===== src/rtl/uart_mult_frame_ctrl_if.sv =====
// UART-side byte handshake shared by the frame controller and the UART core.
interface uart_mult_frame_ctrl_if;
    logic [7:0] uart_received_data;
    logic       uart_rx_valid;
    logic       uart_tx_ready;
    logic [7:0] uart_transmit_data;
    logic       uart_tx_start;

    modport master (
        output uart_received_data, uart_rx_valid, uart_tx_ready,
        input  uart_transmit_data, uart_tx_start
    );
    modport slave (
        input  uart_received_data, uart_rx_valid, uart_tx_ready,
        output uart_transmit_data, uart_tx_start
    );
endinterface


===== src/rtl/uart_mult_frame_ctrl.sv =====
// Decodes SYNC,A,B frames from the UART, multiplies A*B with a shift-add unit and sends the
// 16-bit product back hi byte first. Define UART_MULT_CHKSUM_EN to append a hi^lo checksum byte.
module uart_mult_frame_ctrl #(
    parameter logic [7:0]  SYNC_BYTE      = 8'hA5,
    parameter logic [23:0] TIMEOUT_CYCLES = 24'd1_000_000
) (
    input  logic                  clk,
    input  logic                  reset,
    uart_mult_frame_ctrl_if.slave uart,
    output logic [15:0]           product,
    output logic                  product_valid,
    output logic                  busy,
    output logic                  overrun,
    output logic                  timeout_err
);
    typedef enum logic [3:0] {
        IDLE, GET_A, GET_B, MUL, TX_HI, WT_HI, TX_LO, WT_LO
`ifdef UART_MULT_CHKSUM_EN
        , TX_CK, WT_CK
`endif
    } state_t;

    state_t      state, state_nxt;
    logic [23:0] timer;
    logic [7:0]  op_a, mplier;
    logic [15:0] mcand, acc, acc_sum;
    logic [2:0]  bit_cnt;
    logic        wt_low;
    logic        rx, tmo_hit, wt_done, tx_go, in_frame;
    logic [7:0]  tx_byte;

    assign rx       = uart.uart_rx_valid;
    assign tmo_hit  = (timer == TIMEOUT_CYCLES - 24'd1);
    // WT_x only completes once ready has dropped after our own start and come back
    assign wt_done  = wt_low && uart.uart_tx_ready;
    assign in_frame = (state == GET_A) || (state == GET_B);
    assign acc_sum  = acc + (mplier[0] ? mcand : 16'h0000);
    assign busy     = (state != IDLE);

    always_ff @(posedge clk or posedge reset) begin
        if (reset) state <= IDLE;
        else       state <= state_nxt;
    end

    always_comb begin
        state_nxt = state;
        tx_go     = 1'b0;
        tx_byte   = product[15:8];
        case (state)
            IDLE:  if (rx && uart.uart_received_data == SYNC_BYTE) state_nxt = GET_A;
            GET_A: if (rx) state_nxt = GET_B; else if (tmo_hit) state_nxt = IDLE;
            GET_B: if (rx) state_nxt = MUL;   else if (tmo_hit) state_nxt = IDLE;
            MUL:   if (bit_cnt == 3'd7) state_nxt = TX_HI;
            TX_HI: if (uart.uart_tx_ready) begin tx_go = 1'b1; state_nxt = WT_HI; end
            WT_HI: if (wt_done) state_nxt = TX_LO;
            TX_LO: begin
                tx_byte = product[7:0];
                if (uart.uart_tx_ready) begin tx_go = 1'b1; state_nxt = WT_LO; end
            end
`ifdef UART_MULT_CHKSUM_EN
            WT_LO: if (wt_done) state_nxt = TX_CK;
            TX_CK: begin
                tx_byte = product[15:8] ^ product[7:0];
                if (uart.uart_tx_ready) begin tx_go = 1'b1; state_nxt = WT_CK; end
            end
            WT_CK: if (wt_done) state_nxt = IDLE;
`else
            WT_LO: if (wt_done) state_nxt = IDLE;
`endif
            default: state_nxt = IDLE;
        endcase
    end

    always_ff @(posedge clk or posedge reset) begin
        if (reset) begin
            timer                   <= '0;
            op_a                    <= '0;
            mplier                  <= '0;
            mcand                   <= '0;
            acc                     <= '0;
            bit_cnt                 <= '0;
            wt_low                  <= 1'b0;
            product                 <= '0;
            product_valid           <= 1'b0;
            overrun                 <= 1'b0;
            timeout_err             <= 1'b0;
            uart.uart_transmit_data <= '0;
            uart.uart_tx_start      <= 1'b0;
        end else begin
            product_valid      <= 1'b0;
            timeout_err        <= 1'b0;
            uart.uart_tx_start <= 1'b0;

            if (state == IDLE && rx && uart.uart_received_data == SYNC_BYTE) begin
                overrun <= 1'b0;
                timer   <= '0;
            end
            if (in_frame) begin
                timer <= rx ? 24'd0 : timer + 24'd1;
                if (!rx && tmo_hit) timeout_err <= 1'b1;
            end
            if (state == GET_A && rx) op_a <= uart.uart_received_data;
            if (state == GET_B && rx) begin
                mcand   <= {8'h00, op_a};
                mplier  <= uart.uart_received_data;
                acc     <= '0;
                bit_cnt <= '0;
            end
            if (state == MUL) begin
                acc     <= acc_sum;
                mcand   <= mcand << 1;
                mplier  <= mplier >> 1;
                bit_cnt <= bit_cnt + 3'd1;
                if (bit_cnt == 3'd7) begin
                    product       <= acc_sum;
                    product_valid <= 1'b1;
                end
            end
            // Bytes arriving while computing or replying are dropped but flagged
            if (rx && state != IDLE && !in_frame) overrun <= 1'b1;

            if (tx_go) begin
                uart.uart_transmit_data <= tx_byte;
                uart.uart_tx_start      <= 1'b1;
                wt_low                  <= 1'b0;
            end else if (!uart.uart_tx_ready) begin
                wt_low <= 1'b1;
            end
        end
    end
endmodule

===== src/flat_wrapper.sv =====
// flat-port wrapper written by rule: the top's interface ports become plain ports
module uart_mult_frame_ctrl_flat 
#(
    parameter logic [7:0]  SYNC_BYTE      = 8'hA5,
    parameter logic [23:0] TIMEOUT_CYCLES = 24'd1_000_000
)
  (clk, reset, product, product_valid, busy, overrun, timeout_err, uart_uart_received_data, uart_uart_rx_valid, uart_uart_tx_ready, uart_uart_transmit_data, uart_uart_tx_start);
  uart_mult_frame_ctrl_if uart_i ();
  input  logic clk;
  input  logic reset;
  output logic [15:0] product;
  output logic product_valid;
  output logic busy;
  output logic overrun;
  output logic timeout_err;
  input wire logic [$bits(uart_i.uart_received_data)-1:0] uart_uart_received_data;
  input wire logic [$bits(uart_i.uart_rx_valid)-1:0] uart_uart_rx_valid;
  input wire logic [$bits(uart_i.uart_tx_ready)-1:0] uart_uart_tx_ready;
  output wire logic [$bits(uart_i.uart_transmit_data)-1:0] uart_uart_transmit_data;
  output wire logic [$bits(uart_i.uart_tx_start)-1:0] uart_uart_tx_start;
  assign uart_i.uart_received_data = uart_uart_received_data;
  assign uart_i.uart_rx_valid = uart_uart_rx_valid;
  assign uart_i.uart_tx_ready = uart_uart_tx_ready;
  assign uart_uart_transmit_data = uart_i.uart_transmit_data;
  assign uart_uart_tx_start = uart_i.uart_tx_start;
  uart_mult_frame_ctrl #(.SYNC_BYTE(SYNC_BYTE), .TIMEOUT_CYCLES(TIMEOUT_CYCLES)) u_core (.clk(clk), .reset(reset), .uart(uart_i), .product(product), .product_valid(product_valid), .busy(busy), .overrun(overrun), .timeout_err(timeout_err));
endmodule

===== config.mk =====
export PLATFORM = sky130hd
export DESIGN_NAME = uart_mult_frame_ctrl_flat
export DESIGN_NICKNAME = d
export VERILOG_FILES = /design/src/rtl/uart_mult_frame_ctrl_if.sv /design/src/rtl/uart_mult_frame_ctrl.sv /design/src/flat_wrapper.sv
export SDC_FILE = /design/constraint.sdc
export NUM_CORES = 1
export LEC_CHECK = 0
export ABC_CLOCK_PERIOD_IN_PS = 3700
export BUFFER_PORTS_ARGS = -buffer_cell sky130_fd_sc_hd__buf_2
export CAP_MARGIN = 30
export CORE_MARGIN = 2
export CORE_UTILIZATION = 35
export DETAILED_ROUTE_END_ITERATION = 10
export GPL_TIMING_DRIVEN = 0
export PLACE_DENSITY = 0.56
export REMOVE_ABC_BUFFERS = 1
export SYNTH_ARGS = -nofsm -noshare
export SYNTH_HDL_FRONTEND = slang
export SYNTH_SLANG_ARGS = --single-unit

===== constraint.sdc =====
create_clock -name clk -period 3.7 [get_ports clk]
set_clock_uncertainty 0.1 [all_clocks]
set_input_delay 0.185 -clock clk [delete_from_list [all_inputs] [get_ports clk]]
set_output_delay 0.185 -clock clk [all_outputs]
set_load 0.1 [all_outputs]

==> results.sh <==
export IMPL_p_total_w=0.00343
export IMPL_ctsRootBufferMaster="clkbuf_16"
export IMPL_finalNetCount=605
export IMPL_vdd_drop_max_mv=0.578
export IMPL_status="completed"
export IMPL_wire_per_inst_um=15.6
export IMPL_cts_made_buffers=9
export IMPL_grt_max_degree=72
export IMPL_place_ws_ns=0.648
export IMPL_drcViolationCount=0
export IMPL_synth_distinct_cells=61
export IMPL_yosysSeqAreaShare_pct=49.4
export IMPL_die_h_um=129
export IMPL_endpoint_kind="flip-flop"
export IMPL_pwr_share_seq_pct=46.9
export IMPL_clkPwrFrac_pct=26.7
export IMPL_min_period_ns=3.08
export IMPL_diodes=0
export IMPL_worstSkewPairLatency_ns=0.36
export IMPL_final_cells=790
export IMPL_grt_use_total_pct=15.7
export IMPL_p_switching_w=0.00120
export IMPL_syn_area_per_cell_um2=10.3
export IMPL_clock_sinks=108
export IMPL_postCtsSetupBuffers=0
export IMPL_die_area_mm2=0.0166
export IMPL_setup_viol=0
export IMPL_finalHoldViolCount=0
export IMPL_cts_clk_slew_worst_paths_ns=0.08
export IMPL_critical_path_max_stage_delay_ns=0.62
export IMPL_core_mm2=0.0153
export IMPL_fmax_ghz=0.325
export IMPL_p_int_w=0.00222
export IMPL_gr_total_overflow=0
export IMPL_worstMarginPinSlew_ns=1.00
export IMPL_grt_pass1_wl_um=20800
export IMPL_cap_violations=0
export IMPL_setup_ws_ns=0.618
export IMPL_synth_edf_count=0
export IMPL_die_x_um=129
export IMPL_yosysTopAreaCell="dfrtp_1"
export IMPL_start_kind="flip-flop"
export IMPL_fp_row_count=45
export IMPL_dp_hpwl_um=8960
export IMPL_switching_share_pct=35.1
export IMPL_crit_fanout=17
export IMPL_pwr_share_comb_pct=26.4
export IMPL_crit_chain="and2_1 > ha_1 > inv_1 > fa_1 > nand2b_1 > a21oi_1 > a31oi_1 > o31ai_1 > xor2_1 > mux2_2"
export IMPL_first_pass_iters=4
export IMPL_antenna_found_initial=0
export IMPL_min_period_over_period_pct=83.3
export IMPL_ys_seq_elements=108
export IMPL_maxSlewViolCount=0
export IMPL_gp_congestion=0.814
export IMPL_synth_area_mm2=0.00547
export IMPL_async_reset_ff_share_pct=100
export IMPL_final_common_cell="dfrtp_1"
export IMPL_crit_arrival_ns=3.22
export IMPL_vias=4206
export IMPL_first_global_vias=4016
export IMPL_final_cell_mix="dfrtp_1 (108), o21ai_0 (72), nand2_1 (58)"
export IMPL_routed_wl_um=12300
export IMPL_crit_required_ns=3.84
export IMPL_start_util_pct=35.9
export IMPL_p_per_area_mw_per_mm2=546
export IMPL_critPathBufInv=1
export IMPL_synthCells=533
export IMPL_yosys_warnings=0
export IMPL_io_pins=41
export IMPL_rsz0062_at_grt="false"
export IMPL_drt_iter0_drc=241
export IMPL_p_leak_nw=3.02
export IMPL_synth_top_area_share_pct=49.4
export IMPL_worstSetupPathType="flip-flop to flip-flop"
export IMPL_clock_path_buffers=2
export IMPL_viasPerCell=5.32
export IMPL_dpl_cell_count=766
export IMPL_ys_top_cells_by_area="dfrtp_1 (49%), o21ai_0 (6.6%), ha_1 (4.1%)"
export IMPL_cts_tree="built"
export IMPL_crit_slowest_cell="dfrtp_1"
export IMPL_hp_class="input pin to flip-flop"
export IMPL_htreeDepth=3
export IMPL_synth_ff_type="dfrtp_1"
export IMPL_cpLargestDelayFamily="compound AO/OA/AOI/OAI gates"
export IMPL_fin_tns_setup_ns=0
export IMPL_nFillCells=1488
export IMPL_ant_nets=0
export IMPL_areaGrowthSynthToFinish_pct=14.9
export IMPL_drive_above_1_share_pct=17.8
export IMPL_port_buffers=40
export IMPL_slew_headroom_pct=33.1
==> power groups by stage <==
stage	sequential (W)	clock, W	combinational [W]
2_1_floorplan	0.00162	0	0.000641
3_3_place_gp	0.00162	0	0.000860
3_5_place_dp	0.00163	0	0.000903
4_1_cts	0.00161	0.000946	0.000915
5_1_grt	0.00165	0.000999	0.00103
6_report	0.00161	0.000917	0.000904
==> path summary, 6_finish.rpt <==
check                                                 from            endpoint  slack [ns]  cells past startpoint
worst max-delay path                      u_core.mplier[0]  u_core.product[12]        0.62                     10
worst min-delay path            uart_uart_received_data[3]      u_core.op_a[3]        0.02                      2
worst max register to register            u_core.mplier[0]  u_core.product[12]        0.62                     10
worst min register to register            u_core.timer[23]    u_core.timer[23]        0.37                      1
max in group asynchronous                            reset     u_core.mcand[5]        2.47                      4
min in group asynchronous                            reset    u_core.timer[18]        0.31                      3
==> cells in the mapped netlist, types with 10 or more instances <==
cell / n
mux2_2: 20
nand2_1: 58
ha_1: 18
o21ai_0: 72
nand3_1: 12
and2_1: 16
inv_1: 10
dfrtp_1: 108
xor2_1: 10
buf_2: 13
mux2i_1: 14
nor2_1: 17
a22o_1: 23
clkbuf_1: 12
a21oi_1: 23
==> logic make-up after synthesis <==
family                     Yosys count  synth area share, %
AOI/OAI and AO/OA                  168                 19.2
xor gates and xnor gates            19                 3.04
adders and majority gates           19                 4.48
buffers and inverters               37                 2.84
DFF                                108                 49.4
muxes                               34                 6.68
other                                1               0.0685
and+or+nand+nor                    147                 14.3
==> per-stage QoR <==
step           hold WS [ns]  area, um2  util, %
6_report             0.0171       6280     41.2
5_1_grt             0.00833       6280     41.2
4_1_cts            0.000712       6280     41.2
3_5_place_dp          0.160       5930     38.8
3_3_place_gp          0.307       5820     38.2
2_1_floorplan         0.172       5360        -
==> per-layer routing <==
metal | track usage (%) | vias up | wire length (um)
met5 | 0 | - | 0
met2 | 23.3 | 85 | 5490
met4 | 3.52 | 0 | 142
li1 | - | 2037 | -
met1 | 23.0 | 2075 | 6130
met3 | 4.25 | 9 | 530
==> registers in the layout, indices dropped and copies added (netlist names) <==
| name | count |
|---|---|
| u_core.timer | 24 |
| u_core.acc | 16 |
| u_core.mcand | 16 |
| u_core.product | 16 |
| u_core.mplier | 8 |
| u_core.op_a | 8 |
| u_core.uart.uart_transmit_data | 8 |
| u_core.state | 4 |
| u_core.bit_cnt | 3 |
| u_core.overrun | 1 |
| u_core.product_valid | 1 |
| u_core.timeout_err | 1 |
| u_core.uart.uart_tx_start | 1 |
| u_core.wt_low | 1 |
==> cell type report <==
cell class	count	area, um2	area share [%]
multi-input cells	388	2630	41.8
clock buffers	9	225	3.58
flip-flops and latches	108	2700	43.0
well taps	211	264	4.20
clock inverters	7	52.6	0.836
repair buffers	56	372	5.91
inverters	11	43.8	0.697
==> what timing repair did <==
item                                    4_1_cts  5_1_grt
hold endpoints to repair                     44        0
hold buffers                                  8        0
endpoints found under the setup margin        0        0
gates resized for setup                       0        0
Note: power is estimated with default switching activity, not from simulation.
